--- src/rtl/decade_counter_ctrl_if.sv ---
// ---------------------------------------------------------------------------
// decade_counter_ctrl_if
//   Groups the command strobes, the BCD target and the count/status outputs
//   of the decade counter run controller.
//
//   Signals (all synchronous to the controller clock):
//     start, stop, clear  command strobes, sampled on every rising edge
//     target              BCD terminal value, digit i in bits [4i+3:4i]
//     bcd                 current BCD count, same packing as target
//     running             high while the controller is counting
//     done                high once the terminal count has been reached
//     tick                one-cycle pulse with each newly incremented bcd
//
//   Modports:
//     master  the command source (front panel / bus bridge)
//     slave   the controller itself
// ---------------------------------------------------------------------------
interface decade_counter_ctrl_if #(
  parameter int DIGITS = 4
);
  logic                  start;
  logic                  stop;
  logic                  clear;
  logic [4*DIGITS-1:0]   target;
  logic [4*DIGITS-1:0]   bcd;
  logic                  running;
  logic                  done;
  logic                  tick;

  modport master (
    output start, stop, clear, target,
    input  bcd, running, done, tick
  );

  modport slave (
    input  start, stop, clear, target,
    output bcd, running, done, tick
  );
endinterface

--- src/rtl/decade_counter_ctrl.sv ---
// ---------------------------------------------------------------------------
// decade_counter_ctrl
//   Run controller for a chain of cascaded BCD digits. A prescaler divides
//   clk into count ticks; each tick advances the DIGITS-wide BCD count with
//   ripple carry. When the freshly incremented count equals the programmed
//   target the controller stops in DONE until cleared or reset.
//
//   Command priority on every edge: clear > stop > start.
//
//   Ports:
//     clk    system clock, all state changes on the rising edge
//     reset  asynchronous, active-low reset
//     bus    decade_counter_ctrl_if slave modport (strobes, target, status)
//
//   Parameters:
//     DIGITS    number of BCD digits (>= 1)
//     PRESCALE  clk cycles per count tick (>= 1)
// ---------------------------------------------------------------------------
module decade_counter_ctrl #(
  parameter int DIGITS   = 4,
  parameter int PRESCALE = 10
) (
  input  logic                   clk,
  input  logic                   reset,
  decade_counter_ctrl_if.slave   bus
);

  // A prescaler of 1 still needs a one-bit register to keep the code uniform.
  localparam int PW = (PRESCALE > 1) ? $clog2(PRESCALE) : 1;
  localparam logic [PW-1:0] PRE_LAST = PW'(PRESCALE - 1);

  typedef enum logic [1:0] {
    S_IDLE  = 2'd0,
    S_RUN   = 2'd1,
    S_PAUSE = 2'd2,
    S_DONE  = 2'd3
  } state_t;

  state_t                state_q;
  logic [PW-1:0]         pre_q;
  logic [4*DIGITS-1:0]   bcd_q;
  logic                  tick_q;
  logic [4*DIGITS-1:0]   bcd_inc;

  // Ripple-carry BCD increment: a digit advances only while every digit
  // below it is 9; a digit at 9 wraps to 0 and passes the carry upward.
  // NOTE: combinational blocks use blocking '=' so later statements see the
  // updated carry; every output gets a default first so no latch is inferred.
  always_comb begin : bcd_increment
    logic carry;
    bcd_inc = bcd_q;
    carry   = 1'b1;
    for (int i = 0; i < DIGITS; i++) begin
      if (carry) begin
        if (bcd_q[4*i +: 4] == 4'd9) begin
          bcd_inc[4*i +: 4] = 4'd0;
        end else begin
          bcd_inc[4*i +: 4] = bcd_q[4*i +: 4] + 4'd1;
          carry             = 1'b0;
        end
      end
    end
  end

  // NOTE: sequential state uses non-blocking '<=' so every register samples
  // the pre-edge values of the others, independent of statement order.
  always_ff @(posedge clk or negedge reset) begin
    if (!reset) begin
      state_q <= S_IDLE;
      pre_q   <= '0;
      bcd_q   <= '0;
      tick_q  <= 1'b0;
    end else begin
      tick_q <= 1'b0;
      if (bus.clear) begin
        state_q <= S_IDLE;
        pre_q   <= '0;
        bcd_q   <= '0;
      end else begin
        unique case (state_q)
          S_IDLE: begin
            if (bus.start && !bus.stop) begin
              state_q <= S_RUN;
              pre_q   <= '0;
            end
          end
          S_RUN: begin
            if (bus.stop) begin
              // Prescaler freezes where it is, even at its last phase.
              state_q <= S_PAUSE;
            end else if (pre_q == PRE_LAST) begin
              pre_q  <= '0;
              bcd_q  <= bcd_inc;
              tick_q <= 1'b1;
              // A target digit above 9 can never equal a valid BCD count,
              // so an invalid target simply never terminates the run.
              if (bcd_inc == bus.target) begin
                state_q <= S_DONE;
              end
            end else begin
              pre_q <= pre_q + PW'(1);
            end
          end
          S_PAUSE: begin
            if (bus.start && !bus.stop) begin
              state_q <= S_RUN;
            end
          end
          S_DONE: begin
            // Only clear (handled above) or reset leaves DONE.
          end
          default: state_q <= S_IDLE;
        endcase
      end
    end
  end

  assign bus.bcd     = bcd_q;
  assign bus.tick    = tick_q;
  assign bus.running = (state_q == S_RUN);
  assign bus.done    = (state_q == S_DONE);

endmodule

--- src/flat_wrapper.sv ---
// flat-port wrapper written by rule: the top's interface ports become plain ports
module decade_counter_ctrl_flat 
#(
  parameter int DIGITS   = 4,
  parameter int PRESCALE = 10
)
  (clk, reset, bus_start, bus_stop, bus_clear, bus_target, bus_bcd, bus_running, bus_done, bus_tick);
  decade_counter_ctrl_if #(.DIGITS(DIGITS)) bus_i ();
  input  logic clk;
  input  logic reset;
  input wire logic [$bits(bus_i.start)-1:0] bus_start;
  input wire logic [$bits(bus_i.stop)-1:0] bus_stop;
  input wire logic [$bits(bus_i.clear)-1:0] bus_clear;
  input wire logic [$bits(bus_i.target)-1:0] bus_target;
  output wire logic [$bits(bus_i.bcd)-1:0] bus_bcd;
  output wire logic [$bits(bus_i.running)-1:0] bus_running;
  output wire logic [$bits(bus_i.done)-1:0] bus_done;
  output wire logic [$bits(bus_i.tick)-1:0] bus_tick;
  assign bus_i.start = bus_start;
  assign bus_i.stop = bus_stop;
  assign bus_i.clear = bus_clear;
  assign bus_i.target = bus_target;
  assign bus_bcd = bus_i.bcd;
  assign bus_running = bus_i.running;
  assign bus_done = bus_i.done;
  assign bus_tick = bus_i.tick;
  decade_counter_ctrl #(.DIGITS(DIGITS), .PRESCALE(PRESCALE)) u_core (.clk(clk), .reset(reset), .bus(bus_i));
endmodule
--- config.mk ---
export PLATFORM = sky130hd
export DESIGN_NAME = decade_counter_ctrl_flat
export DESIGN_NICKNAME = d
export VERILOG_FILES = /design/src/rtl/decade_counter_ctrl_if.sv /design/src/rtl/decade_counter_ctrl.sv /design/src/flat_wrapper.sv
export SDC_FILE = /design/constraint.sdc
export NUM_CORES = 1
export LEC_CHECK = 0
export CORE_ASPECT_RATIO = 0.6
export CORE_UTILIZATION = 40
export CTS_CLUSTER_SIZE = 16
export DETAILED_ROUTE_END_ITERATION = 8
export PLACE_DENSITY = 0.7
export SLEW_MARGIN = 20
export SYNTH_ARGS = -nofsm -noshare
export SYNTH_HDL_FRONTEND = slang
export SYNTH_SLANG_ARGS = --single-unit
--- constraint.sdc ---
create_clock -name clk -period 3.2 [get_ports clk]
set_input_delay 0.64 -clock clk [delete_from_list [all_inputs] [get_ports clk]]
set_output_delay 0.64 -clock clk [all_outputs]
set_load 0.01 [all_outputs]
Yosys cells after proc, flatten, opt, wreduce, memory -nomap -nowiden
Index checks and enable logic that the tools add are counted.

Bits in registers: 23. Input bits: 21. Output and inout bits: 19. Word-level logic and storage cells: 66.

$add $sub $neg: 5. Eq/ne operators: 15. Multiplexer cells: 31. Reductions and logical operators: 11.

Operators with widths (number): $mux W16 (4); $mux W4 (11); $add A4 B1 Y4 const B (5); $eq A4 B4 Y1 const B (5); $eq A16 B16 Y1 (1); $mux W2 (5); $mux W1 (9); $ne A4 B3 Y1 const B (2); $pmux W4 S2 (1); $reduce_and A3 Y1 (2); $reduce_bool A3 Y1 (2); $eq A2 B2 Y1 const B (2); $pmux W2 S2 (1); $reduce_and A4 Y1 (1); $reduce_bool A2 Y1 (2); $ne A3 B1 Y1 const B (1); $ne A3 B2 Y1 const B (1); $ne A3 B3 Y1 const B (1); $eq A2 B1 Y1 const B (1); $logic_not A2 Y1 (1); $ne A2 B1 Y1 const B (1); $reduce_or A2 Y1 (1); $logic_and A1 B1 Y1 (1); $logic_not A1 Y1 (1).

Logic depth before layout (Yosys ltp)
Gate-level depths: netlist of run 1.

Depth in word-level cells: 11. Gate-level depth with buffers: 9. Mapped depth without buffers: 8.

Worst setup path after synthesis of run 1
OpenSTA, ideal clock, no wires.

Path kind: flip-flop to flip-flop. Start: register u_core.bcd_q[5] (netlist: u_core.bus.bcd[5]). End: register u_core.state_q[1]. Setup time: 0.092 ns. Arrival: 2.152 ns. Data required time: 3.108 ns. Slack: 0.956 ns. Cell stages (with the launch flop): 10. Path buffers: 1. Period minus slack after synthesis: 2.244 ns. Cell sequence: dfrtp_1 inv_1 ha_1 and3b_1 buf_6 nor3b_2 o21ai_1 a32o_1 or4_1 o31ai_2.

Longest elaborated chain between the ends: 8. Elaborated cells on any way between the ends: 12. Classes of those cells: 1 x add/sub; 3 x eq/ne; 7 x mux; 1 x reduce/logical.

Ends and longest elaborated chain: from (decl) (line decade_counter_ctrl.sv:41) `logic [4*DIGITS-1:0] bcd_q;`; from (signal assigned) (line decade_counter_ctrl.sv:93) `bcd_q <= bcd_inc;`; $eq A4 B4 Y1 (line decade_counter_ctrl.sv:55) `if (bcd_q[4*i +: 4] == 4'd9) begin`; $mux W1 (line decade_counter_ctrl.sv:55); $mux W1 (2 in a row) (line decade_counter_ctrl.sv:54) `if (carry) begin`; $mux W4 (line decade_counter_ctrl.sv:54); $eq A16 B16 Y1 * (line decade_counter_ctrl.sv:97) `if (bcd_inc == bus.target) begin`; $ne A4 B3 Y1 (no source line) *; $reduce_and A4 Y1 (no source line) *; to (signal assigned) (line decade_counter_ctrl.sv:69) `state_q <= S_IDLE;`; to (signal assigned) (line decade_counter_ctrl.sv:98) `state_q <= S_DONE;`; to (signal assigned) (line decade_counter_ctrl.sv:106) `state_q <= S_RUN;`; to (decl) (line decade_counter_ctrl.sv:39) `state_t state_q;`.

Every way passes the cells marked *; elsewhere a longest branch is shown, timed or not. A chain may end at the register's enable or synchronous reset.

Worst setup path in the final report of run 1
Same ends and word-level chain as after synthesis.

==> impl_metrics.yaml, run 1 <==
outcome:
  status: "complete, no violations"
clocking:
  h-tree-depth: 1
  cts_root_buf: "clkbuf_8"
  cts_buffer_depth: 2
  clkLatencyLatePin_ps: 270
  clkSlewWorstSetupHoldPaths_ps: 90
  clock_sinks: 23
  numCtsBuffers: 3
  cts_resized: 0
  cts_tree: "built"
  post-cts-setup-buffer-count: 0
  cts_hold_buf: 0
logic_synthesis:
  synth_top_area_share: 0.2991
  synth_edf_count: 0
  ys_seq_area_frac: 0.2991
  netlist_instances: 236
  synth_fp_nets: 265
  synth_top_family_by_area: "simple AND/OR/NAND/NOR gates"
  ys_types: 53
  synthMuxAreaShare: 0.03641
  netlist_area_mm2: 0.001924
  synthTopCellsByArea: "dfrtp_1 30%, nor2_1 6.2%, ha_1 5.2%"
  yosysWarnings: 0
  synthDominantAreaCellType: "dfrtp_1"
  synth_xor_area_frac: 0.04096
  synthAdderAreaFrac: 0.05202
  synth_compound_area_frac: 0.1821
  avgSynthCellArea_um2: 8.154
  synth-seq-cells: 23
  synthArstFlopShare: 1.000
  synthFlopType: "dfrtp_1"
  synth-simple-area-share: 0.3446
final_layout:
  final_cell_mix: "39 x clkdlybuf4s50_1, 32 x nor2_1, 23 x dfrtp_1, 17 x o21ai_0, 15 x nand2_1"
  layout_commonest_cell: "clkdlybuf4s50_1"
  multi_input_area_mm2: 0.001262
  syn2layout_area_growth_pct: 24.97
  diodes: 0
  regArea_um2: 575.6
  nets: 303
  drive_gt1_frac: 0.04396
  fillers: 449
power_and_ir_drop:
  p_leak_uw: 0.0009059
  p_per_area_mw_per_mm2: 230.4
  ir_drop_mv: 0.1205
  fin_total_pwr_uw: 554.0
die:
  rows: 19
  fp.dieW_um: 91.55
  die_y_um: 55.73
  dieArea_mm2: 0.005101
  core-area_mm2: 0.004588
  start_util: 0.4194
  io-pin-count: 40
setup_path:
  path_cells: "inv_1 -> ha_1 -> and3b_1 -> o21ai_0 -> a21o_1 -> a32o_1 -> or4_1 -> o31ai_2"
  setup.worst_path.start_class: "flop"
  worst_ep_arrival_time_ps: 2770
  slowest_delay_ps: 540
  required_ps: 3380
  slowest_stage: "or4_1"
  critical_path.max_fanout: 12
  end_kind: "flop"
  crit_type: "flop to flop"
drt:
  drc: 0
  viasPerCell: 5.586
  vias: 1877
  routed_wl_um: 5014
  final_antenna_net_count: 0
  wl_per_cell_um: 14.92
  drt_iter0_markers: 110
  dr.pass1.iters: 4
grt:
  first_global_vias: 1688
  track_usage: 0.2137
  antenna_found_initial: 0
  grt_pass1_wl_um: 8638
  grt-ovfl-total: 0
  grt_max_degree: 24
placed_design:
  finalWeightedCongestion: 0.8849
  place.port_buffers: 39
  pre_cts_ws_ps: 645.6
  hpwl_um: 3734
sta:
  max_slew_margin: 0.6921
  max_freq_mhz: 387.6
  fin_crit_ps: 2580
  worst_slack_ps: 620.0
  setup_viol: 0
  grt_setup_unrepaired: "false"
  hold_viol: 0
  tns_ps: 0
  fin_skew_ps: 2.228
  final-max-slew-violation-count: 0
  finalCritPeriodShare: 0.8063
  tightest_slew_ps: 461.8
run:
  maxCapViolCount: 0
worst_hold_path:
  hold_path.class: "flop to flop"
registers in the layout, summed over array words and instances (netlist names):
signal and cells:
u_core.pre_q 4, u_core.bus.bcd 16, u_core.bus.tick 1, u_core.state_q 2
metrics by stage:
stage | util | cell area [µm²] | hold WS (ps) | std cells
CTS | 0.5241 | 2405 | 533.8 | 336
finish | 0.5241 | 2405 | 539.5 | 336
global route | 0.5241 | 2405 | 586.1 | 336
detailed placement | 0.5143 | 2360 | 522.8 | 332
global placement | 0.5143 | 2360 | 500.5 | 332
floorplan | - | 1924 | 344.4 | 236
worst max-delay path: cells and delay by family (launching register included):
family	cells	cell delay, ps
adder cells (fa/ha/maj)	1	190
buffers and inverters	1	90
AO/OA/AOI/OAI	4	730
AND/OR/NAND/NOR	2	1010
flip-flops	1	480
power by group:
group	total [µW]	leakage (µW)	switching, µW	internal [µW]
logic	70.5	0.000563	32.8	37.6
clock network	190	0.0000228	100	89.1
registers	294	0.000320	1.99	292
total	554	0.000906	135	419
cells in the mapped netlist, types with 3 or more instances:
cell / instances
inv_1: 6
nand3_1: 8
nand3b_1: 4
or4_1: 3
nor3_1: 8
dfrtp_1: 23
nor3b_1: 3
nand2b_1: 11
nor2b_1: 4
xnor2_1: 7
a211oi_1: 3
o21ai_0: 17
and3b_1: 3
ha_1: 8
or3_1: 5
nor4_1: 4
and2_1: 5
buf_2: 3
nand2_1: 15
a21oi_1: 12
mux2i_1: 7
nor2_1: 32
kinds of logic after synthesis:
kind of cell / Yosys count
muxes: 7
buffers and inverters: 16
and+or+nand+nor: 118
adders and majority gates: 8
DFF: 23
xor gates and xnor gates: 9
AOI/OAI and AO/OA: 55
cell type report:
cell class              count  share of cell area
flip-flops and latches     23              0.2393
multi-input cells         197              0.5250
clock buffers               4             0.01873
repair buffers             43              0.1748
inverters                   6            0.009365
well taps                  63             0.03278
path summary, 6_finish.rpt:
path / endpoint / slack [ps] / cells past startpoint / start
worst max register to register: u_core.state_q[1] / 620 / 8 / u_core.bus.bcd[5]
min in group asynchronous: u_core.pre_q[3] / 730 / 2 / reset
max in group asynchronous: u_core.bus.bcd[13] / 2230 / 2 / reset
worst min-delay path: u_core.pre_q[3] / 540 / 1 / u_core.pre_q[3]
worst min register to register: u_core.pre_q[3] / 540 / 1 / u_core.pre_q[3]
worst max-delay path: u_core.state_q[1] / 620 / 8 / u_core.bus.bcd[5]
layer usage:
| layer | global-route usage | part of all wire |
|---|---|---|
| met1 | 0.3408 | 0.54 |
| met3 | 0.04235 | 0.044 |
| met2 | 0.2997 | 0.41 |
| met5 | 0 | 0 |
| met4 | 0.02721 | 0.0020 |
Power figures use the tool's default switching activity.
==> run 2: changes to the inputs <==
Clock period 3.2 ns to 2.4 ns, I/O delays scaled along.
==> run 2 against run 1 <==
Effect of this change: flip-flop and latch count is the same; register-to-register slack lost 460 ps; hold slack gained 4.3 ps; largest power group unchanged; non-clock buffer count grew 21; critical path type unchanged.
==> impl_metrics.yaml, run 2 (same netlist as run 1, synthesis figures left out) <==
drt:
  wl_per_cell_um: 15.10
  vias: 1966
  viasPerCell: 5.507
  drc: 0
  dr.pass1.iters: 4
  drt_iter0_markers: 88
  final_antenna_net_count: 0
  routed_wl_um: 5391
placed_design:
  finalWeightedCongestion: 0.8583
  placed_area_mm2: 0.002517
  hpwl_um: 4146
  placed_cells: 353
  place.port_buffers: 39
clocking:
  post-cts-setup-buffer-count: 0
  clock_sinks: 23
  cts_buffer_depth: 2
  cts_hold_buf: 0
  h-tree-depth: 1
  cts_tree: "built"
  clkSlewWorstSetupHoldPaths_ps: 90
  clkLatencyLatePin_ps: 270
  cts_root_buf: "clkbuf_8"
  numCtsBuffers: 3
die:
  io-pin-count: 40
  dieArea_mm2: 0.005101
  die_y_um: 55.73
  rows: 19
  start_util: 0.4194
  core-area_mm2: 0.004588
  fp.dieW_um: 91.55
power_and_ir_drop:
  p_leak_uw: 0.001019
  ir_drop_mv: 0.1920
  p_per_area_mw_per_mm2: 285.7
setup_path:
  required_ps: 2580
  slowest_stage: "or4_1"
  path_cells: "ha_1 -> and3b_1 -> or4_1 -> nand3_1 -> nor3b_2 -> nand4_1 -> o31ai_2"
  worst_ep_arrival_time_ps: 2420
  critPathBufInv: 0
  cp_top_family: "simple AND/OR/NAND/NOR gates"
  end_kind: "flop"
  setup.worst_path.start_class: "flop"
  critical_path.max_fanout: 8
  slowest_delay_ps: 560
  crit_type: "flop to flop"
sta:
  hold_viol: 0
  fin_crit_ps: 2241
  max_slew_margin: 0.7065
  grt_setup_unrepaired: "false"
  tns_ps: 0
  setup_viol: 0
  finalCritPeriodShare: 0.9336
  tightest_slew_ps: 429.2
  final-max-slew-violation-count: 0
  max_freq_mhz: 446.3
  fin_skew_ps: 4.982
final_layout:
  diodes: 0
  nets: 324
  syn2layout_area_growth_pct: 33.75
  layout_commonest_cell: "clkdlybuf4s50_1"
  finalInstanceArea_mm2: 0.002574
  largest_register_ffs: 16
  final_cell_mix: "39 x clkdlybuf4s50_1, 32 x nor2_1, 25 x buf_4, 23 x dfrtp_1, 17 x o21ai_0"
  drive_gt1_frac: 0.1224
  fillers: 421
  instances_no_fill: 357
worst_hold_path:
  hold_path.class: "flop to flop"
run:
  maxCapViolCount: 0
grt:
  first_global_vias: 1792
  grt-ovfl-total: 0
  antenna_found_initial: 0
  grt_pass1_wl_um: 8894
  grt_max_degree: 24
  track_usage: 0.2231
outcome:
  status: "complete, no violations"
-- run 2: worst paths after layout --
kind,startpoint,endpoint,slack [ps],cells past startpoint
setup reg to reg,u_core.bus.bcd[8],u_core.state_q[1],160,7
hold reg to reg,u_core.pre_q[3],u_core.pre_q[3],540,1
min in group asynchronous,reset,u_core.pre_q[3],560,2
setup / recovery,u_core.bus.bcd[8],u_core.state_q[1],160,7
max in group asynchronous,reset,u_core.bus.bcd[6],1580,2
hold / removal,u_core.pre_q[3],u_core.pre_q[3],540,1
-- run 2: layout make-up --
cell class	count	area, µm²	share of cell area
Clock buffer	4	45.04	0.01750
Sequential cell	23	575.6	0.2236
Multi-Input combinational cell	197	1274	0.4949
Inverter	6	22.52	0.008751
Timing Repair Buffer	64	578.1	0.2246
Tap cell	63	78.83	0.03063
-- run 2: through the flow --
step | total power (µW) | worst slack (ps) | hold slack [ps] | utilization
2_1_floorplan | 431.9 | 155.8 | 184.4 | -
3_3_place_gp | 494.5 | 120.1 | 499.0 | 0.5487
3_5_place_dp | 495.9 | 72.24 | 534.4 | 0.5487
4_1_cts | 742.7 | 107.3 | 546.3 | 0.5585
5_1_grt | 769.4 | 49.81 | 560.3 | 0.5609
6_report | 735.4 | 159.4 | 543.8 | 0.5609
-- run 2: worst register-to-register path: cells and delay by family (launching register included) --
| kind | cells | cell delay [ps] |
|---|---|---|
| AO/OA/AOI/OAI | 1 | 250 |
| adder cells (fa/ha/maj) | 1 | 210 |
| flip-flops | 1 | 390 |
| AND/OR/NAND/NOR | 5 | 1310 |
-- run 2: power by group --
group          switching [µW]  internal (µW)  leakage, µW  total, µW
combinational            45.4           51.7     0.000676       97.2
sequential               2.77            389     0.000320        392
clock                     128            119    0.0000228        246
-- run 2: timing repair --
| action | 4_1_cts | 5_1_grt |
|---|---|---|
| gates resized for setup | 0 | 3 |
| endpoints found under the hold margin | 0 | 0 |
| setup endpoints to repair | 0 | 1 |
-- run 2: routing by layer --
metal | global-route usage | vias to the layer above | part of all wire
met4 | 0.02268 | 0 | 0.0037
met1 | 0.3540 | 936 | 0.53
met5 | 0 | - | 0
met3 | 0.03005 | 4 | 0.050
met2 | 0.3298 | 49 | 0.42
li1 | - | 977 | -
